`config.mk`:
```
export PLATFORM = sky130hd
export DESIGN_NAME = router_sync_multi
export DESIGN_NICKNAME = d
export VERILOG_FILES = /design/src/rtl/router_sync_multi.sv
export SDC_FILE = /design/constraint.sdc
export NUM_CORES = 1
export LEC_CHECK = 0
export ABC_AREA = 1
export BUFFER_PORTS_ARGS = -buffer_cell sky130_fd_sc_hd__buf_2
export CAP_MARGIN = 25
export CELL_PAD_IN_SITES_DETAIL_PLACEMENT = 1
export CELL_PAD_IN_SITES_GLOBAL_PLACEMENT = 2
export CORE_ASPECT_RATIO = 0.75
export CORE_MARGIN = 1
export CORE_UTILIZATION = 32
export CTS_BUF_LIST = sky130_fd_sc_hd__clkbuf_2 sky130_fd_sc_hd__clkbuf_4 sky130_fd_sc_hd__clkbuf_8
export DETAILED_ROUTE_END_ITERATION = 10
export PLACE_DENSITY_LB_ADDON = 0.1
export SETUP_SLACK_MARGIN = 0.3
export SYNTH_ARGS = -nofsm -noshare
export SYNTH_HDL_FRONTEND = slang
export SYNTH_SLANG_ARGS = --single-unit
export TNS_END_PERCENT = 20
```
`constraint.sdc`:
```
create_clock -name clk -period 1.31 [get_ports clk]
set_clock_uncertainty 0.15 [all_clocks]
set_input_delay 0.131 -clock clk [delete_from_list [all_inputs] [get_ports clk]]
set_output_delay 0.131 -clock clk [all_outputs]
set_load 0.02 [all_outputs]
```
`src/rtl/router_sync_multi.sv`:
```
// Destination-port synchroniser between the router FSM, the input register stage
// and NUM_PORTS output FIFOs: address latch/decode, full mux, per-port unread timeout.
module router_sync_multi #(
  parameter int NUM_PORTS = 3,
  parameter int ADDR_W    = 2,
  parameter int TIMEOUT   = 30,
  localparam int CNT_W    = $clog2(TIMEOUT + 1)
) (
  input  logic                 clk,
  input  logic                 rst,
  input  logic                 detect_add,
  input  logic [ADDR_W-1:0]    data_in,
  input  logic                 write_enb_reg,
  input  logic [NUM_PORTS-1:0] read_enb,
  input  logic [NUM_PORTS-1:0] full,
  input  logic [NUM_PORTS-1:0] empty,
  input  logic                 clr_sticky,
  output logic [NUM_PORTS-1:0] vld_out,
  output logic [NUM_PORTS-1:0] write_enb,
  output logic                 fifo_full,
  output logic                 addr_err,
  output logic [NUM_PORTS-1:0] sft_rst,
  output logic [NUM_PORTS-1:0] timeout_sticky
);

  // One extra bit so NUM_PORTS == 2**ADDR_W is representable in the range check.
  localparam logic [ADDR_W:0]  PORT_LIMIT = (ADDR_W + 1)'(NUM_PORTS);
  localparam logic [CNT_W-1:0] CNT_LAST   = CNT_W'(TIMEOUT - 1);

  logic [ADDR_W-1:0]    addr_q;
  logic                 addr_vld;
  logic [NUM_PORTS-1:0] sel_oh;

  always_ff @(posedge clk or negedge rst) begin
    if (!rst) begin
      addr_q   <= '0;
      addr_vld <= 1'b0;
      addr_err <= 1'b0;
    end else if (detect_add) begin
      addr_q   <= data_in;
      addr_vld <= 1'b1;
      addr_err <= ({1'b0, data_in} >= PORT_LIMIT);
    end
  end

  // Port handshake: a FIFO offers data while vld_out[k] is high; the consumer
  // takes a word by raising read_enb[k]. Any edge with vld_out[k]=1 and
  // read_enb[k]=0 counts as one unread cycle toward the timeout.
  assign vld_out   = ~empty;
  assign write_enb = sel_oh & {NUM_PORTS{write_enb_reg}};
  assign fifo_full = |(full & sel_oh);

  for (genvar k = 0; k < NUM_PORTS; k++) begin : g_port
    localparam logic [ADDR_W-1:0] PORT_ID = ADDR_W'(k);

    logic [CNT_W-1:0] cnt;
    logic             fire;
    logic             sft_q;
    logic             sticky_q;

    assign sel_oh[k] = addr_vld && !addr_err && (addr_q == PORT_ID);
    assign fire      = vld_out[k] && !read_enb[k] && (cnt == CNT_LAST);

    always_ff @(posedge clk or negedge rst) begin
      if (!rst) begin
        cnt      <= '0;
        sft_q    <= 1'b0;
        sticky_q <= 1'b0;
      end else begin
        if (!vld_out[k] || read_enb[k] || (cnt == CNT_LAST)) begin
          cnt <= '0;
        end else begin
          cnt <= cnt + CNT_W'(1);
        end
        sft_q <= fire;
        // A new timeout outranks a simultaneous clear.
        if (fire) begin
          sticky_q <= 1'b1;
        end else if (clr_sticky) begin
          sticky_q <= 1'b0;
        end
      end
    end

    assign sft_rst[k]        = sft_q;
    assign timeout_sticky[k] = sticky_q;
  end

endmodule

```
After elaboration in Yosys (flattened, before gate mapping):

Index checks and enable logic that the tools add are counted.
W data, S select, Z words.

* bits in registers: 25
* word-level logic and storage cells: 59
* output and inout port bits: 14
* input bits: 16

* $add $sub $neg: 3
* multiplexer cells: 7
* magnitude comparators: 1
* bitwise gates (word level): 3
* equal/unequal tests: 5
* reductions and logical operators: 28

Operators with widths (count)
* $add A5 B1 Y5 const B: 3
* $eq A5 B5 Y1 const B: 3
* $mux W5: 3
* $logic_and A1 B1 Y1: 10
* $logic_not A1 Y1: 7
* $and A3 B3 Y3: 2
* $logic_or A1 B1 Y1: 6
* $reduce_bool A2 Y1: 3
* $mux W1: 4
* $not A3 Y3: 1
* $reduce_or A3 Y1: 1
* $eq A2 B1 Y1 const B: 1
* $eq A2 B2 Y1 const B: 1
* $ge A2 B2 Y1 const B: 1
* $logic_not A2 Y1: 1

Logic depth before layout (Yosys ltp):

Gate-level depths: netlist of run 1.

* word-level depth: 5
* depth in mapped cells: 5
* mapped depth without buffers: 5

Worst setup path after synthesis of run 1:

No wires, ideal clock.

* kind: register to output
* start: register addr_err
* end: output port write_enb[0]
* slack: 0.012 ns
* data required time: 1.029 ns
* stages on the path, launching flop included: 4
* arrival time: 1.017 ns
* path buffers: 0
* cell sequence: dfrtp_1 nor2_2 nand2_1 nor2_1

* word-level cells in the longest chain between the ends: 4

RTL lines
* start, declared: RTL line 21 `output logic addr_err,`
* start signal, assigned: RTL line 42 `addr_err <= ({1'b0, data_in} >= PORT_LIMIT);`
* $logic_not A1 Y1: RTL line 61 `assign sel_oh[k] = addr_vld && !addr_err && (addr_q == PORT_ID);`
* $logic_and A1 B1 Y1 (2 in a row): RTL line 61
* $and A3 B3 Y3: RTL line 50 `assign write_enb = sel_oh & {NUM_PORTS{write_enb_reg}};`
* end, declared: RTL line 19 `output logic [NUM_PORTS-1:0] write_enb,`

No other way between the ends.

Worst setup path after layout of run 1:

* start: register addr_err
* end: output port write_enb[1]

Same word-level chain as after synthesis.

==> results.yml, run 1 <==
yosys:
  ys_top_cells_by_area: "dfrtp_1, nand2_1, inv_1"
  seq_area_frac_synth_pct: 50.4
  synth.top_cell.area_share_pct: 50.4
  netlist_area_um2: 1240
  avgSynthCellArea_um2: 8.50
  ys_seq_elements: 25
  synth_cells: 146
  yosys.area.top_type: "dfrtp_1"
  yosys.cell_types.count: 14
  synth-warning-count: 0
  syn_nets: 168
drt:
  viasPerCell: 4.50
  wirelength_um: 2810
  first_iter_violations: 11
  ant_nets: 0
  vias: 1048
  wl_per_cell_um: 12.1
  firstDrtPassIters: 3
  drt_drc_violations_left: 0
critical_path:
  arrival_ps: 1220
  cp_num_cells: 4
  critPathCaptureType: "primary output"
  r2r_slack_ps: 40
  crit_path_start_kind: "flip-flop"
  criticalPathCategory: "flip-flop to primary output"
  cpPeakStageDelay_ps: 430
  path_cells: "nor2_4, nand2_2, nor2_4, buf_6"
  r2r_end: "g_port[0].cnt[2]$_DFF_PN0_"
  crit_fanout: 6
  crit_family: "flip-flops"
  cp_common_cell: "nor2_4"
  cp_slowest_cell: "dfrtp_2"
  worst_ep_required_time_ps: 1030
  r2r_cells: 5
  r2r_start: "g_port[0].cnt[1]$_DFF_PN0_"
  path_buf_inv: 1
global_routing:
  gr-usage-met1_pct: 18.7
  grt_use_met3_pct: 4.53
  grtUsageMet2_pct: 26.4
  grt_pass1_wl_um: 4880
  grt_pass1_vias: 1128
  busiest_layer: "met2"
  grt_max_degree: 26
  grt-ovfl-total: 0
  grt_use_total_pct: 15.6
  antenna_found_initial: 0
floorplan:
  ios: 30
  die_h_um: 55.9
  dieArea_um2: 4130
  fp.coreArea_um2: 3680
  die_x_um: 73.9
  floorplan.initialDensity_pct: 33.7
  rows: 19
pwr:
  total_power_w: 0.00153
  power.density_nw_per_um2: 885
  power.switching_w: 0.000421
  internal-power_w: 0.00111
  p_clk_share_pct: 31.6
  pwr-share-seq_pct: 53.3
  ir_worst_vdd_uv: 510
  p_sw_share_pct: 27.5
  power.share.combinational_pct: 15.1
  power.leakage_nw: 0.871
sta:
  fin_ws_ps: -191
  period_share_pct: 115
  setup-violations-final: 4
  slew_headroom_pct: 78.3
  drv_slew: 0
  period_needed_ps: 1500
  hold_viol_final: 0
  holdWs_ps: 4.15
  fmax_mhz: 666
  rsz0062_at_grt: "true"
  worst_slew_pin_slew_ps: 326
outcome:
  violations: "setup timing"
  status: "finished with violations"
cells_and_area:
  areaGrowthSynthToFinish_pct: 39.2
  finish.net_count: 204
  final_layout_size_suffix_gt1_share_pct: 41.4
  design_area_um2: 1730
  diodes: 0
cts:
  clk_latency_ps: 280
  cts.htree.levels: 1
  cts_max_path_buffers: 2
  clock-sinks: 25
  cts_tree: "built"
  path_clk_slew_ps: 100
  cts-buffers-inserted: 3
  cts_root_buffer: "clkbuf_8"
placement:
  dp_slack_ps: 19.4
  dp_hpwl_um: 2010
  io_buffers: 29
  gp_congestion: 0.742
  placed_area_um2: 1450
min_path:
  holdPathEnd: "g_port[2].cnt[2]$_DFF_PN0_"
  min_path_type: "input pin to flip-flop"
  hold_start: "read_enb[2]"
  holdPathStages: 4
job:
  maxCapViolations: 0
tightest hold or removal path, delay by kind of cell:
family / cells / cell delay [ps]
AND/OR/NAND/NOR: 2 / 110
AO/OA/AOI/OAI: 1 / 90
buffers and inverters: 1 / 80
registers in the layout (all words and copies together) (netlist names):
name	flops
addr_err	1
addr_q	2
addr_vld	1
g_port.cnt	15
g_port.sft_q	3
g_port.sticky_q	3
cells in the final DEF, fill, tap and decap left out, types with 7 or more instances in the layout:
cell,synthesis,final
buf_6,0,11
inv_1,24,19
dfrtp_1,25,20
nand3_1,15,11
nor2_4,0,7
nor2_1,24,16
buf_2,0,18
nand2_1,30,23
nand2_2,2,8
through the flow:
stage / instances / util (%) / TNS, ps
CTS: 233 / 44.8 / -742
global route: 233 / 46.9 / -1130
finish: 233 / 46.9 / -707
floorplan: 146 / - / 0
global placement: 222 / 39.4 / 0
detailed placement: 222 / 39.4 / 0
cell families after synthesis:
family	Yosys count	synth area share, %
simple gates	77	26.4
buf+inv	30	10.9
flops	25	50.4
fa+ha+maj	6	6.05
compound gates	5	4.13
xor+xnor	3	2.12
worst max path at each step:
stage / to / startpoint
3_5_place_dp: g_port[2].cnt[4]$_DFF_PN0_ / g_port[2].cnt[1]$_DFF_PN0_
6_report: write_enb[1] / addr_err$_DFFE_PN0P_
2_1_floorplan: g_port[2].cnt[3]$_DFF_PN0_ / g_port[2].cnt[1]$_DFF_PN0_
5_1_grt: write_enb[1] / addr_err$_DFFE_PN0P_
3_3_place_gp: g_port[2].cnt[3]$_DFF_PN0_ / g_port[2].cnt[1]$_DFF_PN0_
4_1_cts: write_enb[2] / addr_err$_DFFE_PN0P_
power by group through the flow:
stage	clock, W	combinational (W)	sequential, W
after CTS	0.000505	0.000208	0.000807
after floorplan	0	0.0000942	0.000821
after global routing	0.000529	0.000257	0.000819
after detailed placement	0	0.000172	0.000822
final	0.000483	0.000232	0.000815
after global placement	0	0.000167	0.000820
what timing repair did:
item	in CTS	in global routing
setup endpoints to repair	32	32
hold endpoints to repair	37	0
pin swaps	23	22
resized for setup	30	25
hold buffers	5	0
setup buffers	2	0
gates cloned	0	0
layer usage:
metal  up-vias  part of all wire [%]  wire (um)
met5         -                     0          0
met2        17                    52       1450
met1       510                    44       1240
met4         0                  0.89         25
li1        517                     -          -
met3         4                   3.3         94
final cells by class:
cell class	instances	area (um^2)
fillers	439	1960
flip-flops and latches	25	632
multi-input cells	91	606
repair buffers	37	287
inverters	24	90.1
well taps	52	65.1
clock buffers	3	41.3
clock inverters	1	7.51
synthesized netlist by cell type:
cell / number
nand4_1: 5
nand2_2: 2
o21ai_2: 1
inv_1: 24
nand2_1: 30
buf_4: 6
o21ai_4: 2
xnor2_1: 3
nor2_2: 1
nand3_1: 15
nor2_1: 24
o21ai_0: 2
dfrtp_1: 25
ha_1: 6
(Power assumes the default switching activity.)
==> inputs of run 2 (changes only) <==
Settings changed: ABC_AREA 1 to 0, CORE_UTILIZATION 32 to 33, CTS_CLUSTER_DIAMETER set to 200.
==> run 2 against run 1 <==
The flow finishes with violations (hold timing, setup timing); synthesized cell count down 29%; critical path depth unchanged; final cell count fell by 24%; utilization grew 3.9 points; critical path type unchanged; largest cell class unchanged.
==> results.yml, run 2 <==
yosys:
  netlist_area_um2: 1130
  yosys.cell_types.count: 21
  avgSynthCellArea_um2: 10.9
  seq_area_frac_synth_pct: 55.5
  synth_edf_count: 0
  yosys.area.top_type: "dfrtp_1"
  synth.most_common_cell: "dfrtp_1"
  synth_async_sr_flop_share_pct: 100
  synth_cells: 103
  synth_commonest_cells: "dfrtp_1, nor2_1, inv_1, nand3_1"
  synth-warning-count: 0
  ys.flop_type: "dfrtp_1"
  syn_nets: 125
  ys_seq_elements: 25
  synth.top_cell.area_share_pct: 55.5
  ys_top_cells_by_area: "dfrtp_1, ha_1, nor2_1"
cts:
  clock-sinks: 25
  postCtsHoldBufs: 4
  cts_max_path_buffers: 2
  cts.htree.levels: 1
  cts-buffers-inserted: 3
  clk_latency_ps: 260
  cts_tree: "built"
  cts_root_buffer: "clkbuf_8"
  path_clk_slew_ps: 80
cells_and_area:
  regMostFlops: "g_port.cnt"
  largest_reg_flops: 15
  diodes: 0
  multi_input_area_um2: 517
  finish.net_count: 163
  layout_commonest_cell: "dfrtp_1"
  reg_top3: "g_port.cnt x15, g_port.sft_q x3, g_port.sticky_q x3"
  areaGrowthSynthToFinish_pct: 39.0
  seqCellArea_um2: 629
  final_layout_size_suffix_gt1_share_pct: 46.4
  mostFrequentLayoutCells: "dfrtp_1, buf_2, nor2_1"
  nFillCells: 355
  design_area_um2: 1570
sta:
  fmax_mhz: 631
  setup-violations-final: 4
  drv_slew: 0
  worst_slew_pin_slew_ps: 360
  period_share_pct: 121
  hold_viol_final: 3
  slew_headroom_pct: 76.0
  holdWs_ps: -110
  period_needed_ps: 1580
  rsz0062_at_grt: "true"
  setup_tns_ps: -783
  fin_ws_ps: -274
placement:
  dp_hpwl_um: 1760
  placed_area_um2: 1360
  gp_congestion: 0.759
  io_buffers: 29
critical_path:
  r2r_start: "g_port[0].cnt[1]$_DFF_PN0_"
  startpoint: "addr_q[0]$_DFFE_PN0P_"
  crit_family: "flip-flops"
  cp_slowest_cell: "dfrtp_2"
  criticalPathCategory: "flip-flop to primary output"
  crit_fanout: 4
  cpPeakStageDelay_ps: 440
  r2r_end: "g_port[0].sticky_q$_DFFE_PN0P_"
  critPathCaptureType: "primary output"
  crit_path_start_kind: "flip-flop"
  cp_num_cells: 4
  r2r_slack_ps: 20
  worst_ep_required_time_ps: 1030
  path_cells: "mux2i_1, o21ai_1, and3_4, buf_6"
  path_buf_inv: 1
  r2r_cells: 5
  arrival_ps: 1300
  endpoint: "fifo_full"
floorplan:
  die_x_um: 69.5
  rows: 17
  floorplan.initialDensity_pct: 36.6
  die_h_um: 52.6
  fp.coreArea_um2: 3080
  dieArea_um2: 3660
  ios: 30
global_routing:
  grt_max_degree: 17
  antenna_found_initial: 0
  grt_use_total_pct: 15.0
  grt-ovfl-total: 0
  grt_pass1_wl_um: 4120
  grt_pass1_vias: 837
drt:
  viasPerCell: 4.58
  wl_per_cell_um: 12.8
  drt_drc_violations_left: 0
  first_iter_violations: 25
  vias: 816
  firstDrtPassIters: 3
  wirelength_um: 2280
  ant_nets: 0
pwr:
  power.leakage_nw: 0.771
  power.density_nw_per_um2: 956
  ir_worst_vdd_uv: 556
outcome:
  status: "finished with violations"
  violations: "hold timing, setup timing"
min_path:
  min_path_type: "input pin to flip-flop"
job:
  maxCapViolations: 0
[run 2: changes by cell type in the layout (fill, tap and decap cells not counted), sizes merged, moves of 3 or more]
cell,previous run,this run
o21ai,5,2
buf,32,36
dlygate4sd3,5,2
nor2,25,18
nand2,32,3
a21o,0,3
nand3,15,8
xor2,0,6
nor3,0,4
inv,24,8
[run 2: layout make-up]
| cell class | count | share of cell area [%] |
|---|---|---|
| clock buffers | 4 | 3.12 |
| inverters | 8 | 1.92 |
| multi-input cells | 64 | 33.0 |
| flip-flops and latches | 25 | 40.2 |
| well taps | 38 | 3.04 |
| repair buffers | 39 | 18.8 |
[run 2: logic make-up (layout without fill, tap and decap cells)]
logic type,count (synthesis),in the layout,share of synthesized area (%)
xor+xnor,9,9,6.99
flops,25,25,55.5
mux,3,3,2.89
simple gates,41,41,18.4
compound gates,5,5,2.88
buf+inv,14,51,6.66
fa+ha+maj,6,6,6.66
[run 2: repair_timing]
item / in CTS / in global routing
pin swaps: 17 / 10
gates resized for setup: 28 / 7
hold endpoints to repair: 32 / 3
setup buffers: 3 / 0
setup endpoints to repair: 34 / 35
cloned: 0 / 0
[run 2: report_power, final]
part | switching (W) | internal [W] | total [W]
clock network | 0.000223 | 0.000238 | 0.000461
logic | 0.000114 | 0.000113 | 0.000227
registers | 0.0000209 | 0.000790 | 0.000811
[run 2: metal layers]
layer	track usage [%]	share of wire (%)	wire length (um)	up-vias
li1	-	-	-	404
met1	19.7	46	1050	390
met2	23.6	48	1090	20
met3	4.23	5.4	123	2
met4	6.12	0.61	14	0
met5	0	0	0	-
[run 2: worst min path at each step]
stage                           start                          to  cells after the start
after global routing      read_enb[1]   g_port[1].sft_q$_DFF_PN0_                      2
final                     read_enb[0]   g_port[0].sft_q$_DFF_PN0_                      2
after floorplan                   rst        addr_err$_DFFE_PN0P_                      0
after detailed placement          rst  g_port[1].cnt[1]$_DFF_PN0_                      1
after CTS                 read_enb[0]   g_port[0].sft_q$_DFF_PN0_                      2
after global placement            rst  g_port[1].cnt[1]$_DFF_PN0_                      1
[run 2: stage by stage]
| stage | instances | utilization [%] | total power (W) | setup WS [ps] |
|---|---|---|---|---|
| after floorplan | 103 | - | 0.000916 | 110 |
| after global placement | 167 | 44.0 | 0.000995 | 10.7 |
| after detailed placement | 167 | 44.0 | 0.00101 | -85.0 |
| after CTS | 178 | 50.3 | 0.00152 | -300 |
| after global routing | 178 | 50.8 | 0.00158 | -310 |
| final | 178 | 50.8 | 0.00150 | -274 |
